==> src/rtl/uart_pkg.sv <==
// uart_pkg: shared state type, line levels and default parameters for the UART transmit path.
// UART_TX_PARITY_EN adds the PARITY state to the state enum.
package uart_pkg;

    localparam int UART_CLKS_PER_BIT_DEF = 868;
    localparam int UART_DATA_BITS_DEF    = 8;

    localparam logic UART_IDLE_LEVEL  = 1'b1;
    localparam logic UART_START_LEVEL = 1'b0;
    localparam logic UART_STOP_LEVEL  = 1'b1;

    typedef enum logic [2:0] {
        ST_IDLE,
        ST_START,
        ST_DATA,
`ifdef UART_TX_PARITY_EN
        ST_PARITY,
`endif
        ST_STOP
    } uart_tx_state_e;

endpackage

==> src/rtl/uart_baud_tick.sv <==
// uart_baud_tick: bit-period counter, 0..CLKS_PER_BIT-1 with a tick on the last count.
module uart_baud_tick
    import uart_pkg::*;
#(
    parameter int CLKS_PER_BIT = UART_CLKS_PER_BIT_DEF,
    localparam int CW = $clog2(CLKS_PER_BIT)
) (
    input  logic          clk_i,
    input  logic          rst_i,
    input  logic          clear,
    output logic          tick,
    output logic [CW-1:0] count
);

    logic [CW-1:0] cnt;

    always_ff @(posedge clk_i or posedge rst_i) begin
        if (rst_i)
            cnt <= '0;
        else if (clear || tick)
            cnt <= '0;
        else
            cnt <= cnt + 1'b1;
    end

    assign tick  = cnt == CW'(CLKS_PER_BIT - 1);
    assign count = cnt;

endmodule

==> src/rtl/uart_tx_framer.sv <==
// uart_tx_framer: UART transmitter, start / DATA_BITS LSB-first / stop, with registered outputs.
// Define UART_TX_PARITY_EN to insert an even-parity bit before the stop bit.
module uart_tx_framer
    import uart_pkg::*;
#(
    parameter int CLKS_PER_BIT = UART_CLKS_PER_BIT_DEF,
    parameter int DATA_BITS    = UART_DATA_BITS_DEF
) (
    input  logic                 clk_i,
    input  logic                 rst_i,
    input  logic [DATA_BITS-1:0] tx_data_i,
    input  logic                 tx_valid_i,
    output logic                 tx_ready_o,
    output logic                 tx_o,
    output logic                 busy_o,
    output logic                 done_o
);

    localparam int CW = $clog2(CLKS_PER_BIT);
    localparam int BW = $clog2(DATA_BITS + 1);

    uart_tx_state_e       state;
    logic [DATA_BITS-1:0] shreg;
    logic [BW-1:0]        bit_idx;
    logic [CW-1:0]        count;
    logic                 tick;
    logic                 last_bit;
`ifdef UART_TX_PARITY_EN
    logic                 parity;
`endif

    // The counter is held at zero in IDLE and wraps on every tick, so it restarts with each state.
    uart_baud_tick #(.CLKS_PER_BIT(CLKS_PER_BIT)) u_baud (
        .clk_i(clk_i),
        .rst_i(rst_i),
        .clear(state == ST_IDLE),
        .tick(tick),
        .count(count)
    );

    assign last_bit = bit_idx == BW'(DATA_BITS - 1);

    always_ff @(posedge clk_i or posedge rst_i) begin
        if (rst_i) begin
            state      <= ST_IDLE;
            tx_o       <= UART_IDLE_LEVEL;
            tx_ready_o <= 1'b0;
            busy_o     <= 1'b0;
            done_o     <= 1'b0;
            shreg      <= '0;
            bit_idx    <= '0;
`ifdef UART_TX_PARITY_EN
            parity     <= 1'b0;
`endif
        end else begin
            // One cycle of lookahead so done_o lands on the final stop-bit cycle.
            done_o <= state == ST_STOP && count == CW'(CLKS_PER_BIT - 2);
            case (state)
                ST_IDLE: begin
                    if (tx_valid_i && tx_ready_o) begin
                        state      <= ST_START;
                        tx_o       <= UART_START_LEVEL;
                        tx_ready_o <= 1'b0;
                        busy_o     <= 1'b1;
                        shreg      <= tx_data_i;
                        bit_idx    <= '0;
`ifdef UART_TX_PARITY_EN
                        parity     <= ^tx_data_i;
`endif
                    end else begin
                        tx_ready_o <= 1'b1;
                    end
                end
                ST_START: begin
                    if (tick) begin
                        state <= ST_DATA;
                        tx_o  <= shreg[0];
                        shreg <= shreg >> 1;
                    end
                end
                ST_DATA: begin
                    if (tick) begin
                        if (last_bit) begin
`ifdef UART_TX_PARITY_EN
                            state <= ST_PARITY;
                            tx_o  <= parity;
`else
                            state <= ST_STOP;
                            tx_o  <= UART_STOP_LEVEL;
`endif
                        end else begin
                            bit_idx <= bit_idx + 1'b1;
                            tx_o    <= shreg[0];
                            shreg   <= shreg >> 1;
                        end
                    end
                end
`ifdef UART_TX_PARITY_EN
                ST_PARITY: begin
                    if (tick) begin
                        state <= ST_STOP;
                        tx_o  <= UART_STOP_LEVEL;
                    end
                end
`endif
                ST_STOP: begin
                    if (tick) begin
                        state      <= ST_IDLE;
                        tx_o       <= UART_IDLE_LEVEL;
                        busy_o     <= 1'b0;
                        tx_ready_o <= 1'b1;
                    end
                end
                default: begin
                    state      <= ST_IDLE;
                    tx_o       <= UART_IDLE_LEVEL;
                    busy_o     <= 1'b0;
                    tx_ready_o <= 1'b0;
                end
            endcase
        end
    end

endmodule
==> config.mk <==
export PLATFORM = sky130hd
export DESIGN_NAME = uart_tx_framer
export DESIGN_NICKNAME = d
export VERILOG_FILES = /design/src/rtl/uart_pkg.sv /design/src/rtl/uart_baud_tick.sv /design/src/rtl/uart_tx_framer.sv
export SDC_FILE = /design/constraint.sdc
export NUM_CORES = 1
export LEC_CHECK = 0
export BUFFER_PORTS_ARGS = -buffer_cell sky130_fd_sc_hd__buf_4
export CORE_MARGIN = 2
export CORE_UTILIZATION = 61
export CTS_BUF_LIST = sky130_fd_sc_hd__clkbuf_8
export DETAILED_ROUTE_END_ITERATION = 12
export PLACE_DENSITY = 0.85
export SLEW_MARGIN = 10
export SYNTH_ARGS = -nofsm -noshare
export SYNTH_HDL_FRONTEND = slang
export SYNTH_HIERARCHICAL = 1
export SYNTH_SLANG_ARGS = --single-unit
==> constraint.sdc <==
create_clock -name clk_i -period 3.1 [get_ports clk_i]
set_input_delay 0.155 -clock clk_i [delete_from_list [all_inputs] [get_ports clk_i]]
set_output_delay 0.155 -clock clk_i [all_outputs]
set_load 0.05 [all_outputs]
==> key figures, run 1 <==
Cells and area
  – Final-stage net count: around 180
  – Post-Layout Cell Count: around 190
  – Layout cells sized above 1: ~28%
  – Ant diodes: 0
  – Number of fill cells: about 170
  – Post-route cell area: 1810 µm²
  – Area Growth Syn to Fin: 11.7%
  – Layout Utilization: 72.3%

Setup path
  – Worst path arrival time: approximately 2.8 ns
  – Worst setup SP type: flop
  – WP data required: between 3 and 4 ns
  – CP endpoint kind: flop
  – R2r worst-path depth: 6
  – CP max stage delay: 0.49 ns
  – Worst-path fanout max: 8
  – Crit-path slowest cell: a2111oi_4
  – Crit Path Class: reg2reg
  – CP Cell Sequence: ha_1 > nand4bb_4 > nor4_1 > o21ba_2 > a2111oi_4 > mux2_2

Logic synthesis
  – Synth unique cells: 42
  – Asr flop ratio synth: between 90% and 100%
  – Area of the mapped netlist: ~1600 µm²
  – Post-synthesis sequential area ratio: between 40% and 50%
  – Top cells by area, synth: dfrtp_1 (42%), mux2_2 (12%), ha_1 (5.4%)
  – Most used flip-flop cell after synthesis: dfrtp_1
  – Largest family of logic cells by synthesized area: simple AND/OR/NAND/NOR gates
  – Synth top cells by count: dfrtp_1 (27), mux2_2 (17), nor2_1 (9)
  – Post-synthesis xor/xnor area fraction: 1.62%
  – Average cell area after synthesis: 11.3 µm²
  – Syn Nets: 161
  – Mapped Cells: between 100 and 150
  – Synth Area in Adders: under 10%
  – Ys Warns: 6
  – Synth top area share: roughly two fifths
  – Synth area leader: dfrtp_1
  – Synth Register Bits: 28
  – Multiplexer share of the synthesized area: 13.7%
  – Compound-Gate Fraction of Synth Area: 14.7%
  – Top-count cell post-synth: dfrtp_1
  – Synth Area in Simple Gates: 17.8%
  – Post-synth EDFFs: 0

Global routing
  – Tot GR Track Use: approximately 22%
  – Vias in the first global route: roughly 1200
  – Largest net degree at the start of global routing: 19
  – First-pass GRT wire length: around 5500 µm
  – Gr ovfl total: 0
  – Initial antenna violation count: 0

Clock tree
  – Clock sinks: 28
  – Buffers from clock root to sink, at most: 2
  – CTS Buf Count: 3
  – Worst-path clk slew: ~0.1 ns
  – Root Buffer: clkbuf_8
  – Clock insertion delay at the later pin of the skew report: between 0.2 and 0.3 ns
  – Setup Buffers After CTS: 0
  – Post-CTS Resized: 0
  – CTS tree: done
  – CTS Hold Buffers Added: 1
  – H-tree levels: 1

Timing
  – Layout Skew: around 0.0083 ns
  – TNS Setup: 0 ns
  – Final hold slack: 0.231 ns
  – Final worst path period share: between 80% and 90%
  – Fin. Hold Viols: 0
  – Max Fclk: roughly 0.38 GHz
  – Setup-failing EPs final: 0
  – Relative slew margins: 55.4%
  – Tmin final: 2.66 ns
  – Final Slew Violations: 0
  – Slew of the pin with the lowest slew margin: between 0.6 and 0.7 ns
  – RSZ-0062 raised after global routing: no

Placement
  – DPL Wire Length: about 2300 µm
  – Port bufs: 14
  – Placed inst area: between 1500 and 2000 µm²
  – Final GP Congestion: between 0.8 and 0.9
  – Placed Instances: 184

Pwr
  – P per Cell Area: 347 nW/µm²
  – Worst VDD drop: roughly 0.32 mV
  – Leakage: ~0.76 nW

Worst hold path
  – Min-Delay Path Class: in2reg
  – Hold depth: 3

Floorplanning
  – Die height: roughly 56 µm
  – Die area: 3080 µm²
  – Site Rows: 18
  – Die width: approximately 56 µm
  – Initial Util: 64.8%
  – IO Count: 15
  – Core area: 2500 µm²

Detailed routing
  – Drt via density: approximately 6.3
  – DR pass1 iterations: 4
  – Starting DRC count in detailed routing: 40
  – WL/cell: 16.7 µm
  – Post-detailed-route count of antenna-violating nets: 0
  – DRC: 0
  – Routed WL: between 3000 and 4000 µm
  – Vias post-DR: between 1000 and 1500

Job
  – MaxCap Viol Count: 0

Status
  – Outcome: completed
layout make-up:
type / count / area, µm² / area share [%]
multi-input cells: 103 / 861 / 47.6
inverters: 8 / 30.0 / 1.66
flip-flops and latches: 28 / 702 / 38.8
clock buffers: 4 / 55.1 / 3.04
well taps: 30 / 37.5 / 2.08
repair buffers: 16 / 123 / 6.78
cells in the final DEF (no fill, tap or decap), drive strengths merged, types with 4 or more instances in the layout:
master / count
buf: 15
o21ai: 5
clkbuf: 4
inv: 8
dfrtp: 27
or3: 4
nand2: 5
a21oi: 4
nor2: 9
mux2: 17
ha: 7
nand3: 8
cell families (layout without fill, tap and decap cells):
logic type | Yosys count | in the layout
flip-flops | 28 | 28
adder cells (fa/ha/maj) | 7 | 7
multiplexers | 20 | 20
AO/OA/AOI/OAI | 26 | 26
XOR/XNOR | 3 | 3
AND/OR/NAND/NOR | 47 | 47
buffers and inverters | 12 | 28
flip-flops by register name, summed over array words and instances (netlist names):
register	count
busy_o	1
u_baud/count	10
state	2
shreg	8
tx_ready_o	1
tx_o	1
done_o	1
bit_idx	4
metrics by stage:
step                      power (mW)  setup WS, ns
final                          0.628         0.445
after global routing           0.648         0.267
after CTS                      0.631         0.457
after detailed placement       0.409         0.474
after global placement         0.406         0.606
after floorplan                0.394         0.780
power by group:
group          switching [mW]  total (mW)  leakage [nW]  internal, mW
clock network           0.112       0.226        0.0288         0.114
logic                  0.0122      0.0289         0.391        0.0167
registers             0.00286       0.373         0.339         0.370
total                   0.127       0.628         0.759         0.501
final timing paths:
check                                 from         endpoint  slack [ns]
setup / recovery           u_baud/count[0]         shreg[3]        0.44
hold / removal                tx_data_i[2]         shreg[2]        0.23
setup reg to reg           u_baud/count[0]         shreg[3]        0.44
hold reg to reg                       tx_o             tx_o        0.50
max in group asynchronous            rst_i           done_o        2.14
min in group asynchronous            rst_i  u_baud/count[1]        0.40
metal layers:
layer | up-vias | track usage [%] | share of wire, %
met4 | 0 | 7.32 | 1.6
met1 | 587 | 29.4 | 44
met3 | 8 | 2.11 | 3.7
met2 | 34 | 38.8 | 51
li1 | 557 | - | -
met5 | - | 0 | 0
worst max-delay path: cells and delay by family (launching register included):
family / cells / cell delay [ns]
adder cells (fa/ha/maj): 1 / 0.33
flip-flops: 1 / 0.47
multiplexers: 1 / 0.41
AND/OR/NAND/NOR: 2 / 0.58
AO/OA/AOI/OAI: 2 / 0.76
No activity file was read; power rests on OpenSTA's default activity.
==> run 2, diff against run 1 <==
ABC_CLOCK_PERIOD_IN_PS = 3100   (was default)
CORE_ASPECT_RATIO = 1.1   (was default)
==> run 2 against run 1 <==
  * Critical endpoint is now shreg[6]
  * Power up 0.59%
  * Final area about the same
  * Worst setup slack worse by 0.10 ns
  * Clock skew down 0.0044 ns
  * Clock power up 2%
  * Die area about the same
  * Clock-buffer cell count unchanged
  * Combinational power about the same
  * Global-route usage up 1.7 points
  * Flip-flop and latch count unchanged
  * Worst hold slack worse by 0.0036 ns
==> key figures, run 2 (synthesis results as in run 1) <==
Cells and area
  – Largest register FFs: 10 (unchanged)
  – Reg area: 702 µm² (unchanged)
  – Footprint of the multi-input gates: 861 µm² (unchanged)
  – Number of fill cells: 182 (+4.6%)
  – Post-route cell area: 1810 µm² (about the same)
  – Layout cells sized above 1: 28.3% (unchanged)
  – Most frequent cells in the layout: dfrtp_1 (27), mux2_2 (17), buf_4 (15), nor2_1 (9)
  – Ant diodes: 0 (unchanged)
  – Area Growth Syn to Fin: 11.7% (about the same)
  – Most common cell after layout, fill and taps aside: dfrtp_1
  – Final-stage net count: 178 (unchanged)
  – Layout Utilization: 71.8% (-0.52 points)

Global routing
  – Largest net degree at the start of global routing: 19 (unchanged)
  – Initial antenna violation count: 0 (unchanged)
  – Tot GR Track Use: 24.1% (+1.7 points)
  – Vias in the first global route: 1234 (+0.82%)
  – First-pass GRT wire length: 5440 µm (-1.6%)
  – Gr ovfl total: 0 (unchanged)

Timing
  – Relative slew margins: 54.8% (-0.63 points)
  – Fin. Hold Viols: 0 (unchanged)
  – Final worst path period share: 89.0% (+3.3 points)
  – Layout Skew: 0.00389 ns (-0.00441 ns)
  – Max Fclk: 0.363 GHz (-3.7%)
  – Tmin final: 2.76 ns (+0.102 ns)
  – Final Slew Violations: 0 (unchanged)
  – Slew of the pin with the lowest slew margin: 0.677 ns (+0.00947 ns)
  – RSZ-0062 raised after global routing: no
  – Setup-failing EPs final: 0 (unchanged)
  – TNS Setup: 0 ns (unchanged)

Pwr
  – P per Cell Area: 349 nW/µm² (+0.52%)
  – Seq pwr share: 59.1% (-0.3 points)
  – Switching pwr: 0.131 mW (+2.8%)
  – Clock power frac: 36.4% (+0.4 points)
  – Internal cell power: 0.501 mW (about the same)
  – Leakage: 0.759 nW (unchanged)
  – Sw Ratio: 20.7% (+0.44 points)
  – Combinational Power Share: 4.6% (about the same)
  – Worst VDD drop: 0.329 mV (+1.8%)

Setup path
  – CP endpoint kind: flop
  – CP max stage delay: 0.52 ns (+0.03 ns)
  – Worst path arrival time: 2.93 ns (+0.11 ns)
  – Delay-heaviest family, CP: compound AO/OA/AOI/OAI gates
  – Worst setup SP type: flop
  – Buf/Inv on CP: 0 (unchanged)
  – CP Cell Sequence: ha_1 > nand4bb_4 > nor4_1 > o21ba_2 > a2111oi_4 > mux2_2
  – Crit-path slowest cell: nor4_1
  – Crit Path Class: reg2reg
  – Worst-path fanout max: 8 (unchanged)
  – WP data required: 3.27 ns (about the same)

Detailed routing
  – WL/cell: 16.8 µm (+0.93%)
  – Vias post-DR: 1190 (+0.34%)
  – Drt via density: 6.26 (-0.19%)
  – DRC: 0 (unchanged)
  – Routed WL: 3190 µm (+1.5%)
  – DR pass1 iterations: 4 (unchanged)
  – Post-detailed-route count of antenna-violating nets: 0 (unchanged)
  – Starting DRC count in detailed routing: 31 (-23%)

Placement
  – DPL Wire Length: 2270 µm (-1.2%)
  – Port bufs: 14 (unchanged)
  – Placed inst area: 1740 µm² (about the same)
  – Final GP Congestion: 0.825 (-3.6%)

Floorplanning
  – IO Count: 15 (unchanged)
  – Die width: 53.1 µm (-4.3%)
  – Die area: 3080 µm² (about the same)
  – Initial Util: 64.3% (-0.51 points)
  – Site Rows: 19 (+1)
  – Die height: 58.0 µm (+4.5%)
  – Core area: 2520 µm² (+0.80%)

Clock tree
  – H-tree levels: 1 (unchanged)
  – Clock sinks: 28 (unchanged)
  – CTS Buf Count: 3 (unchanged)
  – Buffers from clock root to sink, at most: 2 (unchanged)
  – Setup Buffers After CTS: 0 (unchanged)
  – CTS tree: done
  – Root Buffer: clkbuf_8
  – Clock insertion delay at the later pin of the skew report: 0.28 ns (about the same)
  – Worst-path clk slew: 0.10 ns (about the same)

Job
  – MaxCap Viol Count: 0 (unchanged)

Status
  – Outcome: completed

Worst hold path
  – Min-Delay Path Class: in2reg
run 2: timing repair:
action | in CTS | in global routing
gates resized for setup | 0 | 0
hold buffers | 1 | 0
endpoints found under the hold margin | 10 | 0
run 2: final timing paths:
| check | endpoint | startpoint | depth (start not counted) | slack (ns) |
|---|---|---|---|---|
| setup / recovery | shreg[6] | u_baud/count[0] | 6 | 0.34 |
| hold / removal | shreg[7] | tx_data_i[7] | 3 | 0.23 |
| setup reg to reg | shreg[6] | u_baud/count[0] | 6 | 0.34 |
| hold reg to reg | busy_o | busy_o | 1 | 0.51 |
| max in group asynchronous | bit_idx[0] | rst_i | 3 | 2.13 |
| min in group asynchronous | u_baud/count[0] | rst_i | 3 | 0.40 |
run 2: power groups by stage:
stage               Clock [mW]  Combinational, mW  Sequential (mW)
floorplan                    0             0.0151            0.379
global placement             0             0.0268            0.380
detailed placement           0             0.0284            0.380
CTS                      0.229             0.0297            0.373
global route             0.244             0.0330            0.374
finish                   0.230             0.0289            0.373
run 2: worst reg2reg max path: stages (launching register included):
cell	delay [ns]
dfrtp_1	0.46
ha_1	0.31
nand4bb_4	0.16
nor4_1	0.52
o21ba_2	0.28
a2111oi_4	0.49
mux2_2	0.41
run 2: layout make-up:
| class | count | area share, % |
|---|---|---|
| clock buffer | 4 | 3.04 |
| inverter | 8 | 1.66 |
| multi-input combinational | 103 | 47.6 |
| sequential | 28 | 38.8 |
| tap | 31 | 2.14 |
| timing repair buffer | 16 | 6.78 |
run 2: routing by layer:
metal / up-vias / wire [µm] / GRT usage [%] / share of wire [%]
met5: - / 0 / 0 / 0
met4: 0 / 80 / 11.7 / 2.5
met3: 9 / 102 / 3.87 / 3.2
met2: 32 / 1570 / 41.3 / 49
met1: 588 / 1450 / 29.1 / 45
li1: 561 / - / - / -
run 2: through the flow:
step           total power [mW]  cells  hold WS, ns  worst slack [ns]
6_report                  0.632    190        0.227             0.343
5_1_grt                   0.651    190        0.239             0.251
4_1_cts                   0.631    190        0.233             0.359
3_5_place_dp              0.408    185        0.159             0.485
3_3_place_gp              0.407    185        0.154             0.601
2_1_floorplan             0.394    143     -0.00482             0.780
